`config.mk`:
```
export PLATFORM = sky130hd
export DESIGN_NAME = progobj_cfg_loader_flat
export DESIGN_NICKNAME = d
export VERILOG_FILES = /design/src/rtl/progobj_cfg_loader_if.sv /design/src/rtl/progobj_cfg_loader.sv /design/src/flat_wrapper.sv
export SDC_FILE = /design/constraint.sdc
export NUM_CORES = 1
export LEC_CHECK = 0
export BUFFER_PORTS_ARGS = -buffer_cell sky130_fd_sc_hd__buf_2
export CAP_MARGIN = 20
export CORE_AREA = 5 5 61 63
export CTS_BUF_LIST = sky130_fd_sc_hd__clkbuf_8
export CTS_CLUSTER_DIAMETER = 60
export DETAILED_ROUTE_END_ITERATION = 8
export DIE_AREA = 0 0 66 68
export MAX_ROUTING_LAYER = met4
export PLACE_DENSITY = 0.75
export SLEW_MARGIN = 20
export SYNTH_ARGS = -nofsm -noshare
export SYNTH_HDL_FRONTEND = slang
export SYNTH_SLANG_ARGS = --single-unit
export TNS_END_PERCENT = 50
```
`constraint.sdc`:
```
create_clock -name clk -period 1.59 [get_ports clk]
set_clock_uncertainty 0.05 [all_clocks]
set_input_delay 0.0795 -clock clk [delete_from_list [all_inputs] [get_ports clk]]
set_output_delay 0.0795 -clock clk [all_outputs]
set_load 0.05 [all_outputs]
```
`src/rtl/progobj_cfg_loader_if.sv`:
```
// Host/chain signal bundle for the LUT4 configuration loader.
//   start, abort         : frame control from the pin wrapper
//   byte_in/valid/ready  : configuration byte handshake
//   cfg_en/dout/din      : serial config chain (head out, tail in)
//   cfg_latch            : one-cycle commit pulse to LUT storage
//   rb_byte              : last 8 bits seen at the chain tail
//   busy, done           : status
// master = pin wrapper / testbench side, slave = loader.
interface progobj_cfg_loader_if;
  logic       start;
  logic       abort;
  logic [7:0] byte_in;
  logic       byte_valid;
  logic       byte_ready;
  logic       cfg_en;
  logic       cfg_dout;
  logic       cfg_din;
  logic       cfg_latch;
  logic [7:0] rb_byte;
  logic       busy;
  logic       done;

  modport master (
    output start, abort, byte_in, byte_valid, cfg_din,
    input  byte_ready, cfg_en, cfg_dout, cfg_latch, rb_byte, busy, done
  );

  modport slave (
    input  start, abort, byte_in, byte_valid, cfg_din,
    output byte_ready, cfg_en, cfg_dout, cfg_latch, rb_byte, busy, done
  );
endinterface

```
`src/rtl/progobj_cfg_loader.sv`:
```
// Configuration loader for the programmable LUT4 tile.
// Accepts bytes over a valid/ready handshake, shifts each one MSB-first into
// the config chain (8 cycles of cfg_en per byte), captures the chain tail into
// rb_byte, and pulses cfg_latch once CHAIN_LEN bits have been shifted.
// Ports: clk, rst_n (async, active low), bus (progobj_cfg_loader_if.slave).
// Every output is decoded from registered state only.
module progobj_cfg_loader #(
  parameter int CHAIN_LEN = 64  // multiple of 8, 8..1024
) (
  input  logic                  clk,
  input  logic                  rst_n,
  progobj_cfg_loader_if.slave   bus
);
  localparam int CW = $clog2(CHAIN_LEN + 1);
  localparam logic [CW-1:0] FRAME_BITS = CW'(CHAIN_LEN);
  localparam logic [CW-1:0] BYTE_BITS  = CW'(8);

  typedef enum logic [1:0] {IDLE, WAIT_BYTE, SHIFT, LATCH} state_t;

  state_t        state, state_nxt;
  logic [7:0]    sr;
  logic [7:0]    rb_sr;
  logic [7:0]    rb_byte_q;
  logic [2:0]    bit_idx;
  logic [CW-1:0] frame_cnt;
  logic [CW-1:0] frame_cnt_nxt;
  logic          done_q;
  logic          last_bit;

  assign last_bit      = (bit_idx == 3'd7);
  assign frame_cnt_nxt = frame_cnt + BYTE_BITS;

  always_ff @(posedge clk or negedge rst_n) begin
    if (!rst_n) state <= IDLE;
    else        state <= state_nxt;
  end

  always_comb begin
    state_nxt = state;
    case (state)
      IDLE:      if (bus.start) state_nxt = WAIT_BYTE;
      WAIT_BYTE: if (bus.byte_valid) state_nxt = SHIFT;
      SHIFT:     if (last_bit)
                   state_nxt = (frame_cnt_nxt == FRAME_BITS) ? LATCH : WAIT_BYTE;
      LATCH:     state_nxt = IDLE;
      default:   state_nxt = IDLE;
    endcase
    // abort overrides everything, including a start seen in IDLE
    if (bus.abort) state_nxt = IDLE;
  end

  always_ff @(posedge clk or negedge rst_n) begin
    if (!rst_n) begin
      sr        <= '0;
      rb_sr     <= '0;
      rb_byte_q <= '0;
      bit_idx   <= '0;
      frame_cnt <= '0;
      done_q    <= 1'b0;
    end else if (bus.abort) begin
      // rb_byte is deliberately preserved so a partial readback stays visible
      done_q <= 1'b0;
    end else begin
      case (state)
        IDLE: if (bus.start) begin
          frame_cnt <= '0;
          done_q    <= 1'b0;
        end
        WAIT_BYTE: if (bus.byte_valid) begin
          sr      <= bus.byte_in;
          bit_idx <= '0;
        end
        SHIFT: begin
          sr      <= {sr[6:0], 1'b0};
          rb_sr   <= {rb_sr[6:0], bus.cfg_din};
          bit_idx <= bit_idx + 3'd1;
          if (last_bit) begin
            // include this cycle's tail bit so the first sampled bit ends in bit 7
            rb_byte_q <= {rb_sr[6:0], bus.cfg_din};
            frame_cnt <= frame_cnt_nxt;
          end
        end
        LATCH: done_q <= 1'b1;
        default: ;
      endcase
    end
  end

  assign bus.byte_ready = (state == WAIT_BYTE);
  assign bus.cfg_en     = (state == SHIFT);
  assign bus.cfg_dout   = (state == SHIFT) & sr[7];
  assign bus.cfg_latch  = (state == LATCH);
  assign bus.busy       = (state != IDLE);
  assign bus.done       = done_q;
  assign bus.rb_byte    = rb_byte_q;
endmodule
```
`src/flat_wrapper.sv`:
```
// flat-port wrapper written by rule: the top's interface ports become plain ports
module progobj_cfg_loader_flat 
#(
  parameter int CHAIN_LEN = 64                           
)
  (clk, rst_n, bus_start, bus_abort, bus_byte_in, bus_byte_valid, bus_cfg_din, bus_byte_ready, bus_cfg_en, bus_cfg_dout, bus_cfg_latch, bus_rb_byte, bus_busy, bus_done);
  progobj_cfg_loader_if bus_i ();
  input  logic clk;
  input  logic rst_n;
  input wire logic [$bits(bus_i.start)-1:0] bus_start;
  input wire logic [$bits(bus_i.abort)-1:0] bus_abort;
  input wire logic [$bits(bus_i.byte_in)-1:0] bus_byte_in;
  input wire logic [$bits(bus_i.byte_valid)-1:0] bus_byte_valid;
  input wire logic [$bits(bus_i.cfg_din)-1:0] bus_cfg_din;
  output wire logic [$bits(bus_i.byte_ready)-1:0] bus_byte_ready;
  output wire logic [$bits(bus_i.cfg_en)-1:0] bus_cfg_en;
  output wire logic [$bits(bus_i.cfg_dout)-1:0] bus_cfg_dout;
  output wire logic [$bits(bus_i.cfg_latch)-1:0] bus_cfg_latch;
  output wire logic [$bits(bus_i.rb_byte)-1:0] bus_rb_byte;
  output wire logic [$bits(bus_i.busy)-1:0] bus_busy;
  output wire logic [$bits(bus_i.done)-1:0] bus_done;
  assign bus_i.start = bus_start;
  assign bus_i.abort = bus_abort;
  assign bus_i.byte_in = bus_byte_in;
  assign bus_i.byte_valid = bus_byte_valid;
  assign bus_i.cfg_din = bus_cfg_din;
  assign bus_byte_ready = bus_i.byte_ready;
  assign bus_cfg_en = bus_i.cfg_en;
  assign bus_cfg_dout = bus_i.cfg_dout;
  assign bus_cfg_latch = bus_i.cfg_latch;
  assign bus_rb_byte = bus_i.rb_byte;
  assign bus_busy = bus_i.busy;
  assign bus_done = bus_i.done;
  progobj_cfg_loader #(.CHAIN_LEN(CHAIN_LEN)) u_core (.clk(clk), .rst_n(rst_n), .bus(bus_i));
endmodule
```
# Word level (Yosys, flattened, before mapping)
# Cells that the tools add are included.
dict set report totals {
  ff_bits 36
  latchBits 0
  ram_bits 0
  rom_bits 0
  out_inout_bits 14
  elab_cells 49
  mem_count 0
}
dict set report classes {
  add_sub_neg 2
  mul 0
  n_div 0
  magnitude_cmp 0
  n_eq_ne 11
  shifts 0
  n_mux 16
  bitwise_logic 2
  reduce_logical 11
}
# op n
set op_table {}
lappend op_table {{8-bit one-hot mux with 2 select lines} 1}
lappend op_table {{7-bit 2-to-1 mux} 2}
lappend op_table {{7-bit one-hot mux with 2 select lines} 1}
lappend op_table {{2-bit 2-to-1 mux} 5}
lappend op_table {{3-bit AND reduction} 3}
lappend op_table {{8-bit 2-to-1 mux} 1}
lappend op_table {{2-bit one-hot mux with 4 select lines} 1}
lappend op_table {{7-bit by 4-bit adder with 7-bit output, second input constant} 1}
lappend op_table {{7-bit equality test, second input constant} 1}
lappend op_table {{3-bit inequality test, second input constant} 2}
lappend op_table {{3-bit one-hot mux with 2 select lines} 1}
lappend op_table {{2-bit nonzero test} 3}
lappend op_table {{2-bit equality test, second input constant} 2}
lappend op_table {{2-bit inequality test, second input constant} 2}
lappend op_table {{2-bit AND reduction} 2}
lappend op_table {{4-bit AND reduction} 1}
lappend op_table {{3-bit by 1-bit adder with 3-bit output, second input constant} 1}
lappend op_table {{3-bit equality test, second input constant} 1}
lappend op_table {{3-bit 2-to-1 mux} 1}
lappend op_table {{3-bit by 2-bit inequality test with 1-bit output, second input constant} 1}
lappend op_table {{3-bit nonzero test} 1}
lappend op_table {{2-bit by 1-bit equality test with 1-bit output, second input constant} 1}
lappend op_table {{2-bit zero test} 1}
lappend op_table {{1-bit 2-to-1 mux} 2}
lappend op_table {{other kinds (4)} 4}

# Depth between registers and ports, before layout
# Gate-level depths: netlist of run 1.
dict set report logic_depth {
  depth_word 6
  mapped_depth 6
}

# Worst setup path after synthesis of run 1
# OpenSTA, ideal clock, no wires.
dict set report synth_timing {
  path_kind {register to output}
  startpoint {register u_core.state[1]}
  endpoint {output port bus_cfg_dout}
  t_arrival_ns 1.512
  slack_ns -0.051
  stages_incl_launch_ff 4
  n_path_buf 0
  cell_sequence {dfrtp_1 -> nand2b_1 -> clkinv_1 -> and2_1}
}
dict set report synth_between {
  elab_chain_cells 2
}
# element line_no
set synth_rtl {}
lappend synth_rtl {{start, declared} progobj_cfg_loader.sv:20} ;# state_t state, state_nxt;
lappend synth_rtl {{start signal, assigned} progobj_cfg_loader.sv:35} ;# else state <= state_nxt;
lappend synth_rtl {{2-bit equality test} n/a}
lappend synth_rtl {{via bus_cfg_en} flat_wrapper.sv:16} ;# output wire logic [$bits(bus_i.cfg_en)-1:0] bus_cfg_en;
lappend synth_rtl {{1-bit AND} progobj_cfg_loader.sv:91} ;# assign bus.cfg_dout = (state == SHIFT) & sr[7];
lappend synth_rtl {{end, declared} flat_wrapper.sv:17} ;# output wire logic [$bits(bus_i.cfg_dout)-1:0] bus_cfg_dout;
# The timed path passes the listed nets, and every way through them passes these cells.

# Final worst setup path of run 1
dict set report layout_timing {
  startpoint {register u_core.state[1]}
  endpoint {output port bus_busy}
}
dict set report layout_between {
  elab_chain_cells 1
}
# element line_no
set layout_rtl {}
lappend layout_rtl {{2-bit nonzero test} progobj_cfg_loader.sv:93} ;# assign bus.busy = (state != IDLE);
lappend layout_rtl {{end, declared} flat_wrapper.sv:20} ;# output wire logic [$bits(bus_i.busy)-1:0] bus_busy;
# Every way passes these cells.

==> flow_metrics.tcl, run 1 <==
set metrics [dict create \
    status "finished clean" \
    grt_max_degree 34 \
    fin_nets 197 \
    tritoncts "yes" \
    clock_sinks 33 \
    die_h_um 68 \
    slew_viol_final 0 \
    routed_wl_um 3140 \
    ys_top_cells_by_area "dfrtp_1, mux2_2, nand2_1, a31oi_1, nor2_1" \
    grt_pass1_wl_um 5380 \
    path_clk_slew_ns 0.06 \
    p_clk_frac 0.271 \
    synth_top_area_share 0.545 \
    drcViolationCount 0 \
    synth_edf_count 0 \
    yosysWarnings 0 \
    netlist_instances 139 \
    rr_worst_depth 5 \
    period_needed_ns 1.57 \
    worstHoldEndpoint "u_core.sr[3]" \
    globalplace.congestion 0.865 \
    timing.rr.end "u_core.frame_cnt[6]" \
    wl_per_cell_um 13.9 \
    area_growth_pct 26.8 \
    async_flop_share 1.00 \
    combPwrFrac 0.225 \
    grt_use_total 0.164 \
    die_w_um 66 \
    synth-main-ff-cell "dfrtp_1" \
    num_rows 21 \
    ff2ff_setup_slack_ns 0.04 \
    min_from "bus_byte_in[3]" \
    diodes 0 \
    synth.avg_cell_area_um2 10.9 \
    cap_violations 0 \
    seqPwrFrac 0.505 \
    design_area_um2 1920 \
    hold_class "in2reg" \
    powerDensity_nw_per_um2 1190 \
    slew_headroom 0.522 \
    core_area_um2 3180 \
    h-tree-depth 2 \
    yosysUniqueCellTypes 33 \
    p_leak_uw 0.000941 \
    end_kind "output port" \
    num_vias 1146 \
    fin_crit_sh 0.985 \
    fillCellCount 257 \
    ioPinCount 28 \
    antenna_found_initial 0 \
    r2r-start "u_core.bit_idx[1]" \
    p_int_uw 1610 \
    tightest_slew_ns 0.717 \
    worstPathRequired_ns 1.46 \
    dr.pass1.iters 4 \
    worstHoldPathCells 3 \
    grt_overflow 0 \
    synth_nets 156 \
    ir_worst_vdd_v 0.000675 \
    cts_buffer_depth 2 \
    ant_nets 0 \
    grt_pass1_vias 1207 \
    numCtsBuffers 5 \
    finalSetupViolations 0 \
    cp-start-kind "flip-flop" \
    place_inst 212 \
    clock-root-buffer "clkbuf_8" \
    fin_util 0.604 \
    drt_iter0_markers 67 \
    layout-drive-gt1-share 0.383 \
    ys_seq_elements 33 \
    fmax_mhz 638 \
    crit_start "u_core.state[1]" \
    arrival_ns 1.44 \
    fin_hold_ws_ns 0.00340 \
    dp_hpwl_um 2150 \
    synth_area_um2 1510 \
    via_per_inst 5.07 \
    final_hold_viol_count 0 \
    dpl-instance-area_um2 1730 \
    final_cells 226 \
    initial_core_util 0.476 \
    p_sw_frac 0.295 \
    path_class "reg2out" \
    yosysTopAreaCell "dfrtp_1" \
    critPathMaxFanout 8 \
    die_area_um2 4490 \
    p_switching_uw 674 \
    rsz0062_at_grt "true" \
    worst_skew_pair.late_latency_ns 0.28 \
    ys_seq_area_frac 0.545 \
    portBuffers 27 \
]
power by group through the flow:
stage	clock (µW)	combinational, µW	sequential, µW
final	618	513	1150
after global routing	669	576	1180
after CTS	633	508	1150
after detailed placement	0	478	1160
after global placement	0	453	1150
after floorplan	0	326	1140
layer usage:
metal / part of all wire / track usage / vias to the layer above
li1: - / - / 562
met1: 0.45 / 0.182 / 546
met2: 0.48 / 0.283 / 29
met3: 0.053 / 0.0476 / 9
met4: 0.016 / 0.0609 / 0
met5: 0 / - / -
cells in the final DEF, fill, tap and decap left out, types with 2 or more instances in the layout:
master	Yosys	layout
clkbuf_8	0	6
inv_1	5	6
a31oi_1	8	8
a21oi_1	6	6
nand2_1	18	17
buf_4	2	7
o21ai_0	6	5
dfrtp_1	33	32
nor2_1	13	13
mux2_2	16	16
buf_2	3	27
nand2b_1	3	2
and2_1	3	2
dlygate4sd3_1	0	4
timing repair:
action | in CTS | in global routing
setup buffers | 1 | 2
setup endpoints to repair | 11 | 5
pin swaps | 1 | 3
resized for setup | 8 | 3
endpoints found under the hold margin | 37 | 0
hold buffers | 4 | 0
how the worst max path moves through the flow:
stage	end	depth (start not counted)
after detailed placement	u_core.bus.rb_byte[7]	4
after CTS	u_core.frame_cnt[6]	5
after floorplan	u_core.bus.rb_byte[0]	4
final	bus_busy	3
after global routing	u_core.frame_cnt[6]	5
after global placement	u_core.bus.rb_byte[0]	4
cells by family (layout without fill, tap and decap cells):
group,Yosys count,after routing,share of synthesized area
buffers and inverters,12,53,0.0372
and+or+nand+nor,46,46,0.149
AOI/OAI and AO/OA,26,26,0.107
muxes,17,17,0.126
xor gates and xnor gates,2,2,0.0116
adders and majority gates,3,3,0.0248
DFF,33,33,0.545
final cells by class:
cell class / count / area, µm² / share of cell area
clock buffers: 6 / 82.6 / 0.0430
clock inverters: 1 / 3.75 / 0.00196
inverters: 6 / 25.0 / 0.0130
multi-input cells: 94 / 664 / 0.346
flip-flops and latches: 33 / 827 / 0.431
well taps: 46 / 57.6 / 0.0300
repair buffers: 40 / 259 / 0.135
worst max-delay path: stages (launching register included):
cell,delay (ns)
dfrtp_2,0.48
buf_4,0.19
or2_2,0.28
buf_2,0.21
cells in the mapped netlist, types with 2 or more instances:
cell type / number
a21oi_1: 6
o21ai_0: 6
buf_2: 3
nand2b_1: 3
a31oi_1: 8
nand2_1: 18
inv_1: 5
and2_1: 3
ha_1: 3
nor2_1: 13
mux2_2: 16
dfrtp_1: 33
buf_4: 2
through the flow:
step | setup TNS, ns | worst slack, ns | power (µW)
after floorplan | 0 | 0.0671 | 1470
after detailed placement | -0.589 | -0.0817 | 1640
final | 0 | 0.0236 | 2280
after global placement | -0.168 | -0.0245 | 1600
after global routing | -0.0802 | -0.0402 | 2420
after CTS | -0.00497 | -0.00497 | 2290
flip-flops by register name (all words and copies together), names as in the netlist:
register	flops
u_core.rb_sr	7
u_core.sr	8
u_core.frame_cnt	4
u_core.bit_idx	3
u_core.bus.done	1
u_core.state	2
u_core.bus.rb_byte	8
No activity file was read; power rests on OpenSTA's default activity.
==> run 2: changes to the inputs <==
--- a/config.mk
+++ b/config.mk
@@ -7,5 +7,5 @@
 export LEC_CHECK = 0
 export BUFFER_PORTS_ARGS = -buffer_cell sky130_fd_sc_hd__buf_2
-export CAP_MARGIN = 20
+export CAP_MARGIN = 25
 export CORE_AREA = 5 5 61 63
 export CTS_BUF_LIST = sky130_fd_sc_hd__clkbuf_8
--- a/constraint.sdc
+++ b/constraint.sdc
@@ -3,3 +3,3 @@
 set_input_delay 0.0795 -clock clk [delete_from_list [all_inputs] [get_ports clk]]
 set_output_delay 0.0795 -clock clk [all_outputs]
-set_load 0.05 [all_outputs]
+set_load 0.01 [all_outputs]
==> run 2 against run 1 <==
Net effect: clock power down 0.6%; worst setup slack worse by 0.013 ns; sequential power about the same; largest power group unchanged; highest routed layer unchanged.
==> flow_metrics.tcl, run 2 (same netlist as run 1, synthesis figures left out) <==
set metrics [dict create \
    critPathMaxFanout 4 \
    grt_max_degree 34 \
    grt.met2_usage 0.284 \
    grt.busiest_layer "met2" \
    antenna_found_initial 0 \
    die_w_um 66 \
    layout-drive-gt1-share 0.383 \
    final_cell_mix "dfrtp_1, buf_2, nand2_1" \
    wl_per_cell_um 13.6 \
    cap_violations 0 \
    via_per_inst 5.08 \
    path_class "reg2reg" \
    final_common_cell "dfrtp_1" \
    crit_slowest_cell "dfrtp_1" \
    grt_pass1_vias 1221 \
    design_area_um2 1940 \
    portBuffers 27 \
    slew_headroom 0.525 \
    powerDensity_nw_per_um2 1160 \
    drcViolationCount 0 \
    dr.pass1.iters 5 \
    period_needed_ns 1.58 \
    h-tree-depth 2 \
    grt_use_met1 0.181 \
    fin_ws_ns 0.0108 \
    globalplace.congestion 0.791 \
    fin_hold_ws_ns 0.00895 \
    ir_worst_vdd_v 0.000707 \
    finalSetupViolations 0 \
    drt_iter0_markers 83 \
    grt_pass1_wl_um 5400 \
    cp_common_cell "ha_4" \
    ant_nets 0 \
    rsz0062_at_grt "true" \
    num_rows 21 \
    final_cells 229 \
    ioPinCount 28 \
    hold_class "in2reg" \
    grt_overflow 0 \
    die_area_um2 4490 \
    diodes 0 \
    path_cells "ha_4 -> ha_4 -> mux2i_1 -> nor3_2 -> mux2_4" \
    end_kind "flip-flop" \
    dp_hpwl_um 2160 \
    fin_nets 199 \
    dpl-instance-area_um2 1750 \
    p_leak_uw 0.000959 \
    worstPathRequired_ns 1.72 \
    grt_use_total 0.164 \
    max_stage_delay_ns 0.41 \
    num_vias 1164 \
    tritoncts "yes" \
    area_growth_pct 28.3 \
    final_hold_viol_count 0 \
    clock-root-buffer "clkbuf_8" \
    die_h_um 68 \
    path_clk_slew_ns 0.07 \
    routed_wl_um 3120 \
    core_area_um2 3180 \
    fillCellCount 267 \
    post-place-ws_ns -0.0994 \
    numCtsBuffers 5 \
    status "finished clean" \
    cts_buffer_depth 2 \
    arrival_ns 1.71 \
    fmax_mhz 633 \
    grtUsageMet3 0.0394 \
    initial_core_util 0.476 \
    worst_skew_pair.late_latency_ns 0.29 \
    tightest_slew_ns 0.712 \
    slew_viol_final 0 \
    clock_sinks 33 \
    place_inst 214 \
    cp-start-kind "flip-flop" \
    fin_crit_sh 0.993 \
]
[run 2: critical path, delay by kind of cell, from the launching register on]
family,cells,cell delay (ns)
flip-flops,1,0.41
AND/OR/NAND/NOR,1,0.30
adder cells (fa/ha/maj),2,0.30
multiplexers,2,0.41
[run 2: timing repair]
item,in CTS,in global routing
setup buffers,0,1
hold endpoints to repair,38,0
hold buffers,6,0
resized for setup,5,7
endpoints found under the setup margin,11,4
pin swaps,0,3
[run 2: final timing paths]
| path | startpoint | to | slack [ns] | depth (start not counted) |
|---|---|---|---|---|
| worst max-delay path | u_core.bit_idx[1] | u_core.frame_cnt[6] | 0.01 | 5 |
| worst min-delay path | bus_byte_in[3] | u_core.sr[3] | 0.009 | 3 |
| worst max register to register | u_core.bit_idx[1] | u_core.frame_cnt[6] | 0.01 | 5 |
| worst min register to register | u_core.bus.rb_byte[5] | u_core.bus.rb_byte[5] | 0.46 | 1 |
| max in group asynchronous | rst_n | u_core.bit_idx[1] | 0.69 | 2 |
| min in group asynchronous | rst_n | u_core.sr[0] | 0.33 | 2 |
[run 2: final cells by class]
class	instances	area, µm²	area share
clock buffer	5	68.8	0.0354
inverter	6	25.0	0.0129
sequential	33	826	0.425
clock inverter	3	17.5	0.00902
tap	46	57.6	0.0296
multi-input combinational	94	672	0.346
timing repair buffer	42	275	0.142
[run 2: power breakdown]
| group | leakage (µW) | total, µW | switching (µW) | internal [µW] |
|---|---|---|---|---|
| Clock | 0.0000439 | 614 | 312 | 302 |
| Combinational | 0.000485 | 472 | 219 | 253 |
| Sequential | 0.000430 | 1160 | 133 | 1030 |
[run 2: through the flow]
| stage | utilization | total power, µW | setup TNS, ns |
|---|---|---|---|
| floorplan | - | 1420 | 0 |
| global placement | 0.549 | 1550 | -0.0758 |
| detailed placement | 0.549 | 1590 | -0.815 |
| CTS | 0.601 | 2240 | 0 |
| global route | 0.611 | 2410 | -0.309 |
| finish | 0.611 | 2240 | 0 |
[run 2: metal layers]
metal	share of wire	wire [µm]
met2	0.50	1570
met4	0.019	60
met1	0.42	1320
met3	0.054	170
met5	0	0
